## config.mk

```make
export PLATFORM = sky130hd
export DESIGN_NAME = an_corrector_n37_flat
export DESIGN_NICKNAME = d
export VERILOG_FILES = /design/src/rtl/an_corrector_n37_if.sv /design/src/rtl/an_corrector_n37.sv /design/src/flat_wrapper.sv
export SDC_FILE = /design/constraint.sdc
export NUM_CORES = 1
export LEC_CHECK = 0
export CAP_MARGIN = 20
export CORE_AREA = 2 2 131 133
export CTS_CLUSTER_SIZE = 10
export DETAILED_ROUTE_END_ITERATION = 12
export DIE_AREA = 0 0 133 135
export PLACE_DENSITY_LB_ADDON = 0.25
export SETUP_SLACK_MARGIN = 0.2
export SYNTH_ARGS = -nofsm -noshare
export SYNTH_HDL_FRONTEND = slang
export SYNTH_SLANG_ARGS = --single-unit
```

## constraint.sdc

```tcl
create_clock -name clk -period 3.3 [get_ports clk]
set_input_delay 0.66 -clock clk [delete_from_list [all_inputs] [get_ports clk]]
set_output_delay 0.66 -clock clk [all_outputs]
set_load 0.01 [all_outputs]
```

## src/rtl/an_corrector_n37_if.sv

```systemverilog
// rtl/an_corrector_n37_if.sv - handshake bundle for the AN-code (A=37) single-bit corrector
//
// Purpose: carries the upstream Barrett-stage word and the downstream corrected result.
//   slave  : used by an_corrector_n37
//   master : used by whoever drives the words and consumes the results
// Signals:
//   in_valid/in_ready         upstream handshake
//   in_q, in_r, in_error      Barrett quotient, residue and nonzero-residue flag
//   in_codeword               received codeword
//   out_valid/out_ready       downstream handshake
//   out_data, out_codeword    corrected data and codeword
//   out_corrected             one bit was flipped
//   out_uncorrectable         no usable single-bit fix
//   out_bitpos                index of the flipped bit
//   out_corr_cnt, out_uncorr_cnt  16-bit saturating counters, present only with AN_CORR_STATS_EN
interface an_corrector_n37_if #(
  parameter int CW = 18,
  parameter int QW = 13,
  parameter int RW = 6,
  parameter int IW = 5
);
  logic          in_valid;
  logic          in_ready;
  logic [QW-1:0] in_q;
  logic [RW-1:0] in_r;
  logic          in_error;
  logic [CW-1:0] in_codeword;
  logic          out_valid;
  logic          out_ready;
  logic [QW-1:0] out_data;
  logic [CW-1:0] out_codeword;
  logic          out_corrected;
  logic          out_uncorrectable;
  logic [IW-1:0] out_bitpos;
`ifdef AN_CORR_STATS_EN
  logic [15:0]   out_corr_cnt;
  logic [15:0]   out_uncorr_cnt;
`endif

  modport slave (
    input  in_valid, in_q, in_r, in_error, in_codeword, out_ready,
    output in_ready, out_valid, out_data, out_codeword, out_corrected,
           out_uncorrectable, out_bitpos
`ifdef AN_CORR_STATS_EN
    , output out_corr_cnt, out_uncorr_cnt
`endif
  );

  modport master (
    output in_valid, in_q, in_r, in_error, in_codeword, out_ready,
    input  in_ready, out_valid, out_data, out_codeword, out_corrected,
           out_uncorrectable, out_bitpos
`ifdef AN_CORR_STATS_EN
    , input out_corr_cnt, out_uncorr_cnt
`endif
  );
endinterface

```

## src/rtl/an_corrector_n37.sv

```systemverilog
// rtl/an_corrector_n37.sv - sequential single-bit corrector for AN-coded words, A = 37
//
// Purpose: takes the Barrett quotient/residue of a received codeword and, when the
// residue is nonzero, walks bit positions i = 0..CW-1 tracking 2^i mod A (pr) and
// floor(2^i / A) (pq) until the residue identifies a single flipped bit.
// Ports:
//   clk   clock
//   rst   synchronous active-high reset
//   bus   an_corrector_n37_if.slave (upstream word in, corrected result out)
// Optional feature: define AN_CORR_STATS_EN to add the 16-bit saturating
// corrected/uncorrectable result counters.
module an_corrector_n37 #(
  parameter int A  = 37,
  parameter int CW = 18,
  parameter int QW = 13,
  parameter int RW = 6,
  parameter int IW = 5
) (
  input logic              clk,
  input logic              rst,
  an_corrector_n37_if.slave bus
);

  localparam logic [RW:0]   A_EXT = (RW+1)'(A);
  localparam logic [IW-1:0] LAST  = IW'(CW - 1);

  typedef enum logic [1:0] {IDLE, SEARCH, DONE} state_t;

  state_t        state_q;
  logic [QW-1:0] q_q;
  logic [RW-1:0] r_q;
  logic [CW-1:0] cw_q;
  logic [IW-1:0] i_q;
  logic [RW-1:0] pr_q;
  logic [QW-1:0] pq_q;
  logic          in_ready_q;
  logic          out_valid_q;
  logic [QW-1:0] out_data_q;
  logic [CW-1:0] out_cw_q;
  logic          out_corr_q;
  logic          out_unc_q;
  logic [IW-1:0] out_pos_q;

  logic          cw_bit;
  logic          pos_hit;
  logic          neg_hit;
  logic [RW:0]   neg_target;
  logic [QW:0]   fix_data;
  logic [CW-1:0] fix_cw;
  logic [RW:0]   t2;
  logic [RW:0]   t2_red;
  logic [RW-1:0] pr_d;
  logic [QW-1:0] pq_d;

  always_comb begin
    cw_bit     = cw_q[i_q];
    neg_target = A_EXT - {1'b0, pr_q};
    // Positive error added 2^i (r == 2^i mod A); negative error removed it (r == A - 2^i mod A).
    pos_hit    = cw_bit && (r_q == pr_q);
    neg_hit    = !cw_bit && ({1'b0, r_q} == neg_target);
    // Bit QW of the QW+1 result flags underflow (subtract) or overflow (add).
    if (pos_hit) begin
      fix_data = {1'b0, q_q} - {1'b0, pq_q};
    end else begin
      fix_data = {1'b0, q_q} + {1'b0, pq_q} + (QW+1)'(1);
    end
    fix_cw = cw_q ^ (CW'(1) << i_q);
    // Doubling step: 2^(i+1) = 2*pq*A + 2*pr, one conditional subtract keeps pr < A.
    t2     = {pr_q, 1'b0};
    t2_red = t2 - A_EXT;
    if (t2 >= A_EXT) begin
      pr_d = t2_red[RW-1:0];
      pq_d = {pq_q[QW-2:0], 1'b1};
    end else begin
      pr_d = t2[RW-1:0];
      pq_d = {pq_q[QW-2:0], 1'b0};
    end
  end

`ifdef AN_CORR_STATS_EN
  logic [15:0] corr_cnt_q;
  logic [15:0] uncorr_cnt_q;
  assign bus.out_corr_cnt   = corr_cnt_q;
  assign bus.out_uncorr_cnt = uncorr_cnt_q;
`endif

  always_ff @(posedge clk) begin
    if (rst) begin
      state_q     <= IDLE;
      q_q         <= '0;
      r_q         <= '0;
      cw_q        <= '0;
      i_q         <= '0;
      pr_q        <= '0;
      pq_q        <= '0;
      in_ready_q  <= 1'b1;
      out_valid_q <= 1'b0;
      out_data_q  <= '0;
      out_cw_q    <= '0;
      out_corr_q  <= 1'b0;
      out_unc_q   <= 1'b0;
      out_pos_q   <= '0;
`ifdef AN_CORR_STATS_EN
      corr_cnt_q   <= '0;
      uncorr_cnt_q <= '0;
`endif
    end else begin
      case (state_q)
        IDLE: begin
          if (bus.in_valid) begin
            q_q        <= bus.in_q;
            r_q        <= bus.in_r;
            cw_q       <= bus.in_codeword;
            in_ready_q <= 1'b0;
            // The residue is authoritative; in_error is redundant with it.
            if (bus.in_r == '0) begin
              out_data_q  <= bus.in_q;
              out_cw_q    <= bus.in_codeword;
              out_corr_q  <= 1'b0;
              out_unc_q   <= 1'b0;
              out_pos_q   <= '0;
              out_valid_q <= 1'b1;
              state_q     <= DONE;
            end else begin
              i_q     <= '0;
              pr_q    <= RW'(1);
              pq_q    <= '0;
              state_q <= SEARCH;
            end
          end
        end
        SEARCH: begin
          if (pos_hit || neg_hit) begin
            if (fix_data[QW]) begin
              out_data_q <= q_q;
              out_cw_q   <= cw_q;
              out_corr_q <= 1'b0;
              out_unc_q  <= 1'b1;
              out_pos_q  <= '0;
            end else begin
              out_data_q <= fix_data[QW-1:0];
              out_cw_q   <= fix_cw;
              out_corr_q <= 1'b1;
              out_unc_q  <= 1'b0;
              out_pos_q  <= i_q;
            end
            out_valid_q <= 1'b1;
            state_q     <= DONE;
          end else if (i_q == LAST) begin
            out_data_q  <= q_q;
            out_cw_q    <= cw_q;
            out_corr_q  <= 1'b0;
            out_unc_q   <= 1'b1;
            out_pos_q   <= '0;
            out_valid_q <= 1'b1;
            state_q     <= DONE;
          end else begin
            i_q  <= i_q + IW'(1);
            pr_q <= pr_d;
            pq_q <= pq_d;
          end
        end
        DONE: begin
          if (bus.out_ready) begin
            out_valid_q <= 1'b0;
            in_ready_q  <= 1'b1;
            state_q     <= IDLE;
`ifdef AN_CORR_STATS_EN
            if (out_corr_q && corr_cnt_q != 16'hFFFF) corr_cnt_q <= corr_cnt_q + 16'd1;
            if (out_unc_q && uncorr_cnt_q != 16'hFFFF) uncorr_cnt_q <= uncorr_cnt_q + 16'd1;
`endif
          end
        end
        default: state_q <= IDLE;
      endcase
    end
  end

  assign bus.in_ready          = in_ready_q;
  assign bus.out_valid         = out_valid_q;
  assign bus.out_data          = out_data_q;
  assign bus.out_codeword      = out_cw_q;
  assign bus.out_corrected     = out_corr_q;
  assign bus.out_uncorrectable = out_unc_q;
  assign bus.out_bitpos        = out_pos_q;

endmodule

```

## src/flat_wrapper.sv

```systemverilog
// flat-port wrapper written by rule: the top's interface ports become plain ports
module an_corrector_n37_flat 
#(
  parameter int A  = 37,
  parameter int CW = 18,
  parameter int QW = 13,
  parameter int RW = 6,
  parameter int IW = 5
)
  (clk, rst, bus_in_valid, bus_in_q, bus_in_r, bus_in_error, bus_in_codeword, bus_out_ready, bus_in_ready, bus_out_valid, bus_out_data, bus_out_codeword, bus_out_corrected, bus_out_uncorrectable, bus_out_bitpos);
  an_corrector_n37_if #(.CW(CW), .QW(QW), .RW(RW), .IW(IW)) bus_i ();
  input logic clk;
  input logic rst;
  input wire logic [$bits(bus_i.in_valid)-1:0] bus_in_valid;
  input wire logic [$bits(bus_i.in_q)-1:0] bus_in_q;
  input wire logic [$bits(bus_i.in_r)-1:0] bus_in_r;
  input wire logic [$bits(bus_i.in_error)-1:0] bus_in_error;
  input wire logic [$bits(bus_i.in_codeword)-1:0] bus_in_codeword;
  input wire logic [$bits(bus_i.out_ready)-1:0] bus_out_ready;
  output wire logic [$bits(bus_i.in_ready)-1:0] bus_in_ready;
  output wire logic [$bits(bus_i.out_valid)-1:0] bus_out_valid;
  output wire logic [$bits(bus_i.out_data)-1:0] bus_out_data;
  output wire logic [$bits(bus_i.out_codeword)-1:0] bus_out_codeword;
  output wire logic [$bits(bus_i.out_corrected)-1:0] bus_out_corrected;
  output wire logic [$bits(bus_i.out_uncorrectable)-1:0] bus_out_uncorrectable;
  output wire logic [$bits(bus_i.out_bitpos)-1:0] bus_out_bitpos;
  assign bus_i.in_valid = bus_in_valid;
  assign bus_i.in_q = bus_in_q;
  assign bus_i.in_r = bus_in_r;
  assign bus_i.in_error = bus_in_error;
  assign bus_i.in_codeword = bus_in_codeword;
  assign bus_i.out_ready = bus_out_ready;
  assign bus_in_ready = bus_i.in_ready;
  assign bus_out_valid = bus_i.out_valid;
  assign bus_out_data = bus_i.out_data;
  assign bus_out_codeword = bus_i.out_codeword;
  assign bus_out_corrected = bus_i.out_corrected;
  assign bus_out_uncorrectable = bus_i.out_uncorrectable;
  assign bus_out_bitpos = bus_i.out_bitpos;
  an_corrector_n37 #(.A(A), .CW(CW), .QW(QW), .RW(RW), .IW(IW)) u_core (.clk(clk), .rst(rst), .bus(bus_i));
endmodule
```

Word level (Yosys, flattened, before mapping)
Cells that the tools add are included.

operators by class
  add/sub/neg operators = 6
  order comparisons = 2
  eq/ne operators = 12
  shift operators = 1
  mux-type cells = 62
  bitwise operators = 1
  reductions and logical operators = 15

operator list
  operator                 count
  $mux W13                 9
  $mux W18                 5
  $pmux W13 S2             2
  $mux W5                  9
  $pmux W18 S2             1
  $mux W6                  5
  $pmux W5 S2              2
  $shl A1 B5 Y18 const A   1
  $xor A18 B18 Y18         1
  $mux W1                  16
  $add A13 B13 Y14         1
  $add A14 B1 Y14 const B  1
  $mux W14                 1
  $sub A13 B13 Y14         1
  $pmux W6 S2              1
  $mux W2                  5
  $ne A2 B2 Y1 const B     5
  $reduce_and A5 Y1        2
  $eq A6 B7 Y1             1
  $ge A7 B6 Y1 const B     1
  $sub A6 B6 Y7 const A    1
  $eq A6 B6 Y1             1
  $logic_not A6 Y1         1
  $lt A5 B6 Y1 const B     1
  other kinds (20)         25

word-level totals
  register bits after elaboration = 103
  input port bits = 42
  word-level logic and storage cells = 113

Depth between registers and ports, before layout
Gate-level depths: netlist of the first run.

  depth in word-level cells = 7
  gate-level depth with buffers = 13
  depth with buffers taken out = 12

Worst setup path after synthesis of the first run
No wires, ideal clock.

  kind = reg2reg
  from = reg u_core.i_q[0]
  to = reg u_core.out_cw_q[11] (netlist: u_core.bus.out_codeword[11])
  setup time = 0.134 ns
  arrival = 2.880 ns
  required time = 3.166 ns
  setup slack = 0.287 ns
  cell stages (with the launch flop) = 11
  path buffers = 2
  period minus slack after synthesis = 3.013 ns
  cell sequence = dfxtp_1 > buf_2 > mux4_2 > a22o_1 > or3_1 > a211oi_2 > o211ai_2 > buf_2 > a2111oi_2 > xnor2_1 > o22ai_1

on the way
  cells in the longest elaborated chain, start to end = 7
  elaborated cells on any way between the ends = 15

RTL lines
  what                                                            line                                              RTL
  from (decl)                                                     an_corrector_n37.sv:33                            logic [IW-1:0] i_q;
  from (signal assigned)                                          an_corrector_n37.sv:158                           i_q <= i_q + IW'(1);
  $bmux W1 S5                                                     an_corrector_n37.sv:56                            cw_bit = cw_q[i_q];
  $mux W1 (implied by the code)                                   an_corrector_n37.sv:56
  $logic_and A1 B1 Y1 / $logic_not A1 Y1 (equally long branches)  an_corrector_n37.sv:59, an_corrector_n37.sv:60
  $mux W14 / $logic_and A1 B1 Y1 (equally long branches)          an_corrector_n37.sv:62, an_corrector_n37.sv:60
  $mux W18 / $logic_or A1 B1 Y1 (equally long branches)           an_corrector_n37.sv:134, an_corrector_n37.sv:133
  $mux W18 / $ne A3 B1 Y1 (equally long branches)                 --
  $pmux W18 S2 / $reduce_and A4 Y1 (equally long branches)        --
  to (signal assigned)                                            an_corrector_n37.sv:118                           out_cw_q <= bus.in_codeword;
  to (signal assigned)                                            an_corrector_n37.sv:136                           out_cw_q <= cw_q;
  to (signal assigned)                                            an_corrector_n37.sv:142                           out_cw_q <= fix_cw;
  to (decl)                                                       an_corrector_n37.sv:39                            logic [CW-1:0] out_cw_q;

Parallel ways exist; a longest one is shown, timed or not. The select of a mux whose other input is x is not followed.
A chain may end at the register's enable or synchronous reset.

Worst setup path after layout of the first run
  from = reg u_core.i_q[0]
  to = reg u_core.out_cw_q[13] (netlist: u_core.bus.out_codeword[13])

The elaborated chain is that of the path after synthesis.

==> results.sh, run 1 <==
export IMPL_cts_made_buffers=9
export IMPL_synth_ff_type="dfxtp_1"
export IMPL_drt_iter0_markers=434
export IMPL_synthArstFlopShare_pct=0
export IMPL_synthCells=769
export IMPL_p_leak_nw=2.96
export IMPL_yosysMostFrequentCell="dfxtp_1"
export IMPL_fp_dieW_um=133
export IMPL_htreeDepth=3
export IMPL_hpwl_mm=12.9
export IMPL_grt_max_degree=65
export IMPL_seq_power_share_pct=38.7
export IMPL_max_slew_margin_pct=54.4
export IMPL_worstSetupPathType="register to register"
export IMPL_place_ws_ps=13.9
export IMPL_drtAntennaViolNets=0
export IMPL_skew_ps=10.2
export IMPL_gp_routability_congestion=0.923
export IMPL_drc=0
export IMPL_die_area_sq_um=18000
export IMPL_ys_warn_count=0
export IMPL_p_sw_mw=1.16
export IMPL_antenna_found_initial=0
export IMPL_cp_num_buf_inv=2
export IMPL_syn_nets=848
export IMPL_cts_tree="built"
export IMPL_drv_cap=0
export IMPL_vdd_ir_drop_max_mv=0.252
export IMPL_cts_clk_slew_worst_paths_ps=80
export IMPL_max_clock_path_buffers=2
export IMPL_coreArea_sq_um=16400
export IMPL_path_cells="mux4_2, a22o_1, or3_4, a211oi_4, o211ai_4, buf_12, a2111oi_4, buf_4, xnor2_1, o22ai_1"
export IMPL_slew_violations=0
export IMPL_crit_path_top_delay_cell="mux4_2"
export IMPL_fin_ws_ps=236
export IMPL_path_depth=10
export IMPL_synth_seq_cells=103
export IMPL_worst_slew_pin_transition_ps=685
export IMPL_period_share_pct=92.9
export IMPL_grt_pass1_vias=5510
export IMPL_p_comb_share_pct=27.0
export IMPL_tns_ps=0
export IMPL_swShare_pct=31.4
export IMPL_fmax_mhz=326
export IMPL_required_ps=3520
export IMPL_rr_worst_depth=10
export IMPL_syn_area_per_cell_sq_um=8.00
export IMPL_cts_root_buf="clkbuf_16"
export IMPL_startpoint_type="register"
export IMPL_num_vias=5795
export IMPL_synth_area_leaders="dfxtp_1 34%, ha_1 7.1%, a21oi_1 6.4%"
export IMPL_cts_sinks=103
export IMPL_ys_seq_area_share_pct=33.5
export IMPL_port_buffers=80
export IMPL_p_total_mw=3.70
export IMPL_antenna_cells=0
export IMPL_arrival_ps=3290
export IMPL_hold_slack_ps=462
export IMPL_grt_overflow=0
export IMPL_insertion_delay_ps=360
export IMPL_fin_util_pct=48.9
export IMPL_slowest_delay_ps=540
export IMPL_power_density_nw_per_um2=461
export IMPL_outcome="completed"
export IMPL_grt_pass1_wl_mm=29.1
export IMPL_synth_top_area_share_pct=33.5
export IMPL_firstDrtPassIters=5
export IMPL_ys_top_cells_by_count="103 x dfxtp_1, 93 x nand2_1, 83 x nor2_1, 79 x a21oi_1, 42 x inv_1"
export IMPL_wl_per_cell_um=16.6
export IMPL_final_nets=935
export IMPL_drive_above_1_share_pct=12.3
export IMPL_internal_power_mw=2.54
export IMPL_vias_per_cell=5.36
export IMPL_cp_top_family="compound AO/OA/AOI/OAI gates"
export IMPL_grt_usage_pct=20.3
export IMPL_synth_top_cell_by_area="dfxtp_1"
export IMPL_rows=47
export IMPL_die_height_um=135
export IMPL_area_growth_pct=30.4
export IMPL_setup_viol=0
export IMPL_hold_violations=0
export IMPL_endpoint_kind="register"
export IMPL_hold_path_class="register to register"
export IMPL_critPathMaxFanout=6
export IMPL_io_pins=82
export IMPL_layout_min_cycle_time_ps=3060
export IMPL_hold_depth=2
export IMPL_start_util_pct=37.5
export IMPL_rsz0062_at_grt="true"
export IMPL_synth_cell_type_count=59
export IMPL_ctsHoldBuffers=0
export IMPL_netlist_area_sq_um=6150
export IMPL_wirelength_mm=18.0
export IMPL_synth_edff_count=0
export IMPL_clock_power_share_pct=34.4
==> worst paths after layout <==
check | start | endpoint | slack, ps
setup reg to reg | u_core.i_q[0]$_SDFFE_PP0P_ | u_core.bus.out_codeword[13]$_SDFFE_PP0P_ | 240
hold / removal | u_core.bus.out_valid$_SDFFE_PP0P_ | u_core.bus.out_valid$_SDFFE_PP0P_ | 460
setup / recovery | u_core.i_q[0]$_SDFFE_PP0P_ | u_core.bus.out_codeword[13]$_SDFFE_PP0P_ | 240
hold reg to reg | u_core.bus.out_valid$_SDFFE_PP0P_ | u_core.bus.out_valid$_SDFFE_PP0P_ | 460
==> cells by family after synthesis <==
logic type	count (synthesis)	share of synthesized area (%)
flip-flops	103	33.5
AND/OR/NAND/NOR	242	17.3
multiplexers	19	3.72
buffers and inverters	96	6.06
AO/OA/AOI/OAI	231	25.8
adder cells (fa/ha/maj)	37	7.77
XOR/XNOR	41	5.84
==> tightest hold or removal path, delay by kind of cell, from the launching register on <==
kind | cells | cell delay, ps
AND/OR/NAND/NOR | 1 | 50
flip-flops | 1 | 320
AO/OA/AOI/OAI | 1 | 50
==> cell usage in the layout (no fill, tap or decap), types with 5 or more instances in the layout <==
| cell | Yosys | routed |
|---|---|---|
| a2111oi_4 | 1 | 9 |
| nor2b_1 | 9 | 9 |
| inv_1 | 42 | 42 |
| and2_1 | 5 | 5 |
| ha_1 | 35 | 33 |
| clkbuf_16 | 0 | 11 |
| xnor2_1 | 31 | 31 |
| a2111oi_2 | 13 | 7 |
| a211oi_1 | 13 | 13 |
| nand2_1 | 93 | 93 |
| nor3_1 | 12 | 11 |
| xor2_1 | 10 | 10 |
| a22oi_1 | 24 | 24 |
| nand3_1 | 6 | 6 |
| clkdlybuf4s50_1 | 0 | 79 |
| a31oi_1 | 5 | 5 |
| nand4_1 | 5 | 5 |
| nor2_1 | 83 | 82 |
| a221oi_1 | 9 | 5 |
| mux2i_1 | 15 | 15 |
| buf_4 | 1 | 42 |
| a21oi_1 | 79 | 79 |
| o21ai_0 | 29 | 29 |
| nand2b_1 | 10 | 10 |
| o22ai_1 | 25 | 24 |
| dfxtp_1 | 103 | 99 |
==> through the flow <==
| stage | std cells | area [sq um] |
|---|---|---|
| after floorplan | 769 | 6150 |
| after global placement | 1063 | 7420 |
| after detailed placement | 1063 | 7420 |
| after CTS | 1079 | 7790 |
| after global routing | 1081 | 8020 |
| final | 1081 | 8020 |
==> area by class of cell <==
cell class,count,area (sq um)
clock buffers,9,225
clock inverters,7,124
fillers,1586,8380
inverters,43,161
multi-input cells,570,3920
flip-flops and latches,103,2070
well taps,220,275
repair buffers,129,1250
==> timing repair <==
item | in CTS | in global routing
buffers inserted | 0 | 0
endpoints found under the hold margin | 0 | 0
gates cloned | 0 | 2
pin swaps | 0 | 5
gates resized for setup | 7 | 23
endpoints found under the setup margin | 11 | 46
==> power groups by stage <==
stage	Clock, mW	Sequential (mW)	Combinational [mW]
after floorplan	0	1.45	0.555
after CTS	1.30	1.43	0.964
after global placement	0	1.45	0.951
after global routing	1.34	1.44	1.10
after detailed placement	0	1.45	0.956
final	1.27	1.43	0.997
==> layer usage <==
layer / vias up / GRT usage [%] / routed length (um)
met5: - / 0 / 0
met4: 0 / 7.23 / 356
met3: 21 / 3.00 / 722
met2: 131 / 31.3 / 7990
met1: 2756 / 28.8 / 8890
li1: 2887 / - / -
==> flip-flops by register name (all words and copies together), names as in the netlist <==
signal	flops
u_core.bus.in_ready	1
u_core.bus.out_bitpos	5
u_core.bus.out_codeword	18
u_core.bus.out_corrected	1
u_core.bus.out_data	13
u_core.bus.out_uncorrectable	1
u_core.bus.out_valid	1
u_core.cw_q	18
u_core.i_q	5
u_core.pq_q	13
u_core.pr_q	6
u_core.q_q	13
u_core.r_q	6
u_core.state_q	2
(Power assumes the default switching activity.)
==> run 2, diff against run 1 <==
CAP_MARGIN = 30   (was 20)
CORE_AREA = 2 2 110 112   (was 2 2 131 133)
DIE_AREA = 0 0 112 114   (was 0 0 133 135)
==> run 2 against run 1 <==
Net effect:
- core utilization grew 17 points
- fmax increased by 2.6%
- critical endpoint is now u_core.bus.out_codeword[6]$_SDFFE_PP0P_
- via count rose by 2.2%
- critical path depth decreased by 1
- die area shrank 29%
- non-clock buffer count grew 2
- register-to-register slack improved by 80 ps
- first-iteration DRC count is the same
==> results.sh, run 2 (synthesized netlist as in run 1, its figures left out) <==
export IMPL_vias_per_cell=5.86
export IMPL_path_depth=9
export IMPL_skew_ps=11.3
export IMPL_port_buffers=80
export IMPL_layout_common_cells="100 x dfxtp_1, 92 x nand2_1, 82 x nor2_1"
export IMPL_drt_iter0_markers=434
export IMPL_cts_root_buf="clkbuf_16"
export IMPL_area_growth_pct=24.9
export IMPL_wirelength_mm=17.5
export IMPL_crit_path_top_delay_cell="mux4_2"
export IMPL_setup_viol=0
export IMPL_grt_overflow=0
export IMPL_firstDrtPassIters=5
export IMPL_worstReg2RegStart="u_core.i_q[0]$_SDFFE_PP0P_"
export IMPL_cts_sinks=103
export IMPL_cts_clk_slew_worst_paths_ps=70
export IMPL_max_clock_path_buffers=2
export IMPL_swShare_pct=32.0
export IMPL_grt_pass1_wl_mm=28.4
export IMPL_p_total_mw=3.46
export IMPL_p_sw_mw=1.11
export IMPL_cts_tree="built"
export IMPL_hold_violations=0
export IMPL_grt_usage_pct=27.5
export IMPL_rows=40
export IMPL_hold_start="u_core.bus.out_valid$_SDFFE_PP0P_"
export IMPL_antenna_found_initial=0
export IMPL_grt_pass1_vias=5646
export IMPL_layout_commonest_cell="dfxtp_1"
export IMPL_rrSetupSlack_ps=310
export IMPL_fmax_mhz=335
export IMPL_antenna_cells=0
export IMPL_cts_made_buffers=9
export IMPL_final_nets=937
export IMPL_ctsHoldBuffers=0
export IMPL_hpwl_mm=12.5
export IMPL_hold_path_class="register to register"
export IMPL_p_comb_share_pct=28.0
export IMPL_drive_above_1_share_pct=11.7
export IMPL_required_ps=3520
export IMPL_drtAntennaViolNets=0
export IMPL_startpoint_type="register"
export IMPL_period_share_pct=90.5
export IMPL_critPathMaxFanout=15
export IMPL_io_pins=82
export IMPL_gp_routability_congestion=0.998
export IMPL_slew_violations=0
export IMPL_fin_util_pct=65.7
export IMPL_max_slew_margin_pct=62.2
export IMPL_r2r_end="u_core.bus.out_codeword[6]$_SDFFE_PP0P_"
export IMPL_insertion_delay_ps=360
export IMPL_cp_num_buf_inv=1
export IMPL_cp_top_family="compound AO/OA/AOI/OAI gates"
export IMPL_num_vias=5920
export IMPL_drv_cap=0
export IMPL_start_util_pct=52.5
export IMPL_nFillCells=1023
export IMPL_fp_dieW_um=112
export IMPL_arrival_ps=3210
export IMPL_drc=0
export IMPL_coreArea_sq_um=11700
export IMPL_grt_max_degree=51
export IMPL_layout_min_cycle_time_ps=2990
export IMPL_hold_slack_ps=473
export IMPL_vdd_ir_drop_max_mv=0.371
export IMPL_worst_slew_pin_transition_ps=560
export IMPL_power_density_nw_per_um2=450
export IMPL_rr_worst_depth=9
export IMPL_htreeDepth=3
export IMPL_place_inst=992
export IMPL_worstSetupPathType="register to register"
export IMPL_outcome="completed"
export IMPL_die_area_sq_um=12800
export IMPL_wl_per_cell_um=17.3
export IMPL_p_leak_nw=2.86
export IMPL_path_cells="mux4_2, a22o_1, or3_1, a211oi_4, o211ai_4, buf_6, a2111oi_2, xnor2_1, o22ai_1"
export IMPL_stdcell_count=1010
export IMPL_internal_power_mw=2.35
export IMPL_slowest_delay_ps=530
export IMPL_whs_endpoint="u_core.bus.out_valid$_SDFFE_PP0P_"
export IMPL_seq_power_share_pct=41.3
export IMPL_rsz0062_at_grt="true"
export IMPL_endpoint_kind="register"
export IMPL_hold_depth=2
export IMPL_die_height_um=114
export IMPL_tns_ps=0
export IMPL_clock_power_share_pct=30.7
-- run 2: cell count changes in the layout (fill, tap and decap cells not counted), sizes merged --
cell / delta
inv: -3
clkbuf: -1
clkinv: +4
buf: +4
bufinv: -2
-- run 2: final cells by class --
class / count / area (sq um) / area share, %
tap: 147 / 184 / 2.39
sequential: 103 / 2070 / 26.9
inverter: 43 / 161 / 2.10
clock buffer: 10 / 229 / 2.98
clock inverter: 6 / 61.3 / 0.797
multi-input combinational: 570 / 3790 / 49.3
timing repair buffer: 131 / 1190 / 15.5
-- run 2: routing by layer --
layer	vias up	part of all wire (%)	GRT usage, %	wire length (um)
met3	23	7.0	3.99	1220
met4	0	2.1	9.84	365
met1	2801	45	37.9	7850
met5	-	0	0	0
met2	209	46	44.4	8030
li1	2887	-	-	-
-- run 2: stage by stage --
stage | cell area (sq um) | setup slack, ps
floorplan | 6150 | 287
global placement | 7310 | 166
detailed placement | 7310 | 136
CTS | 7610 | 214
global route | 7690 | 167
finish | 7690 | 313
-- run 2: timing repair --
action / CTS / global route
gates resized for setup: 1 / 16
gates cloned: 0 / 0
pin swaps: 1 / 3
setup buffers: 1 / 1
setup endpoints to repair: 14 / 28
-- run 2: worst max-delay path by stage --
stage / start / to / slack, ps
floorplan: u_core.i_q[0]$_SDFFE_PP0P_ / u_core.bus.out_codeword[11]$_SDFFE_PP0P_ / 290
global placement: u_core.i_q[0]$_SDFFE_PP0P_ / u_core.bus.out_codeword[4]$_SDFFE_PP0P_ / 170
detailed placement: u_core.i_q[0]$_SDFFE_PP0P_ / u_core.bus.out_codeword[1]$_SDFFE_PP0P_ / 140
CTS: u_core.pr_q[2]$_SDFFE_PP0P_ / u_core.bus.out_codeword[1]$_SDFFE_PP0P_ / 210
global route: u_core.pq_q[6]$_SDFFE_PP0P_ / u_core.bus.out_codeword[6]$_SDFFE_PP0P_ / 170
finish: u_core.i_q[0]$_SDFFE_PP0P_ / u_core.bus.out_codeword[6]$_SDFFE_PP0P_ / 310
-- run 2: power groups by stage --
stage	sequential (mW)	clock (mW)	combinational, mW
2_1_floorplan	1.45	0	0.555
3_3_place_gp	1.45	0	0.925
3_5_place_dp	1.45	0	0.942
4_1_cts	1.43	1.08	0.947
5_1_grt	1.44	1.13	1.05
6_report	1.43	1.06	0.968
-- run 2: worst reg2reg max path: stages, from the launching register on --
cell and delay, ps:
dfxtp_4 390, mux4_2 530, a22o_1 220, or3_1 350
a211oi_4 300, o211ai_4 150, buf_6 210, a2111oi_2 410
xnor2_1 190, o22ai_1 110
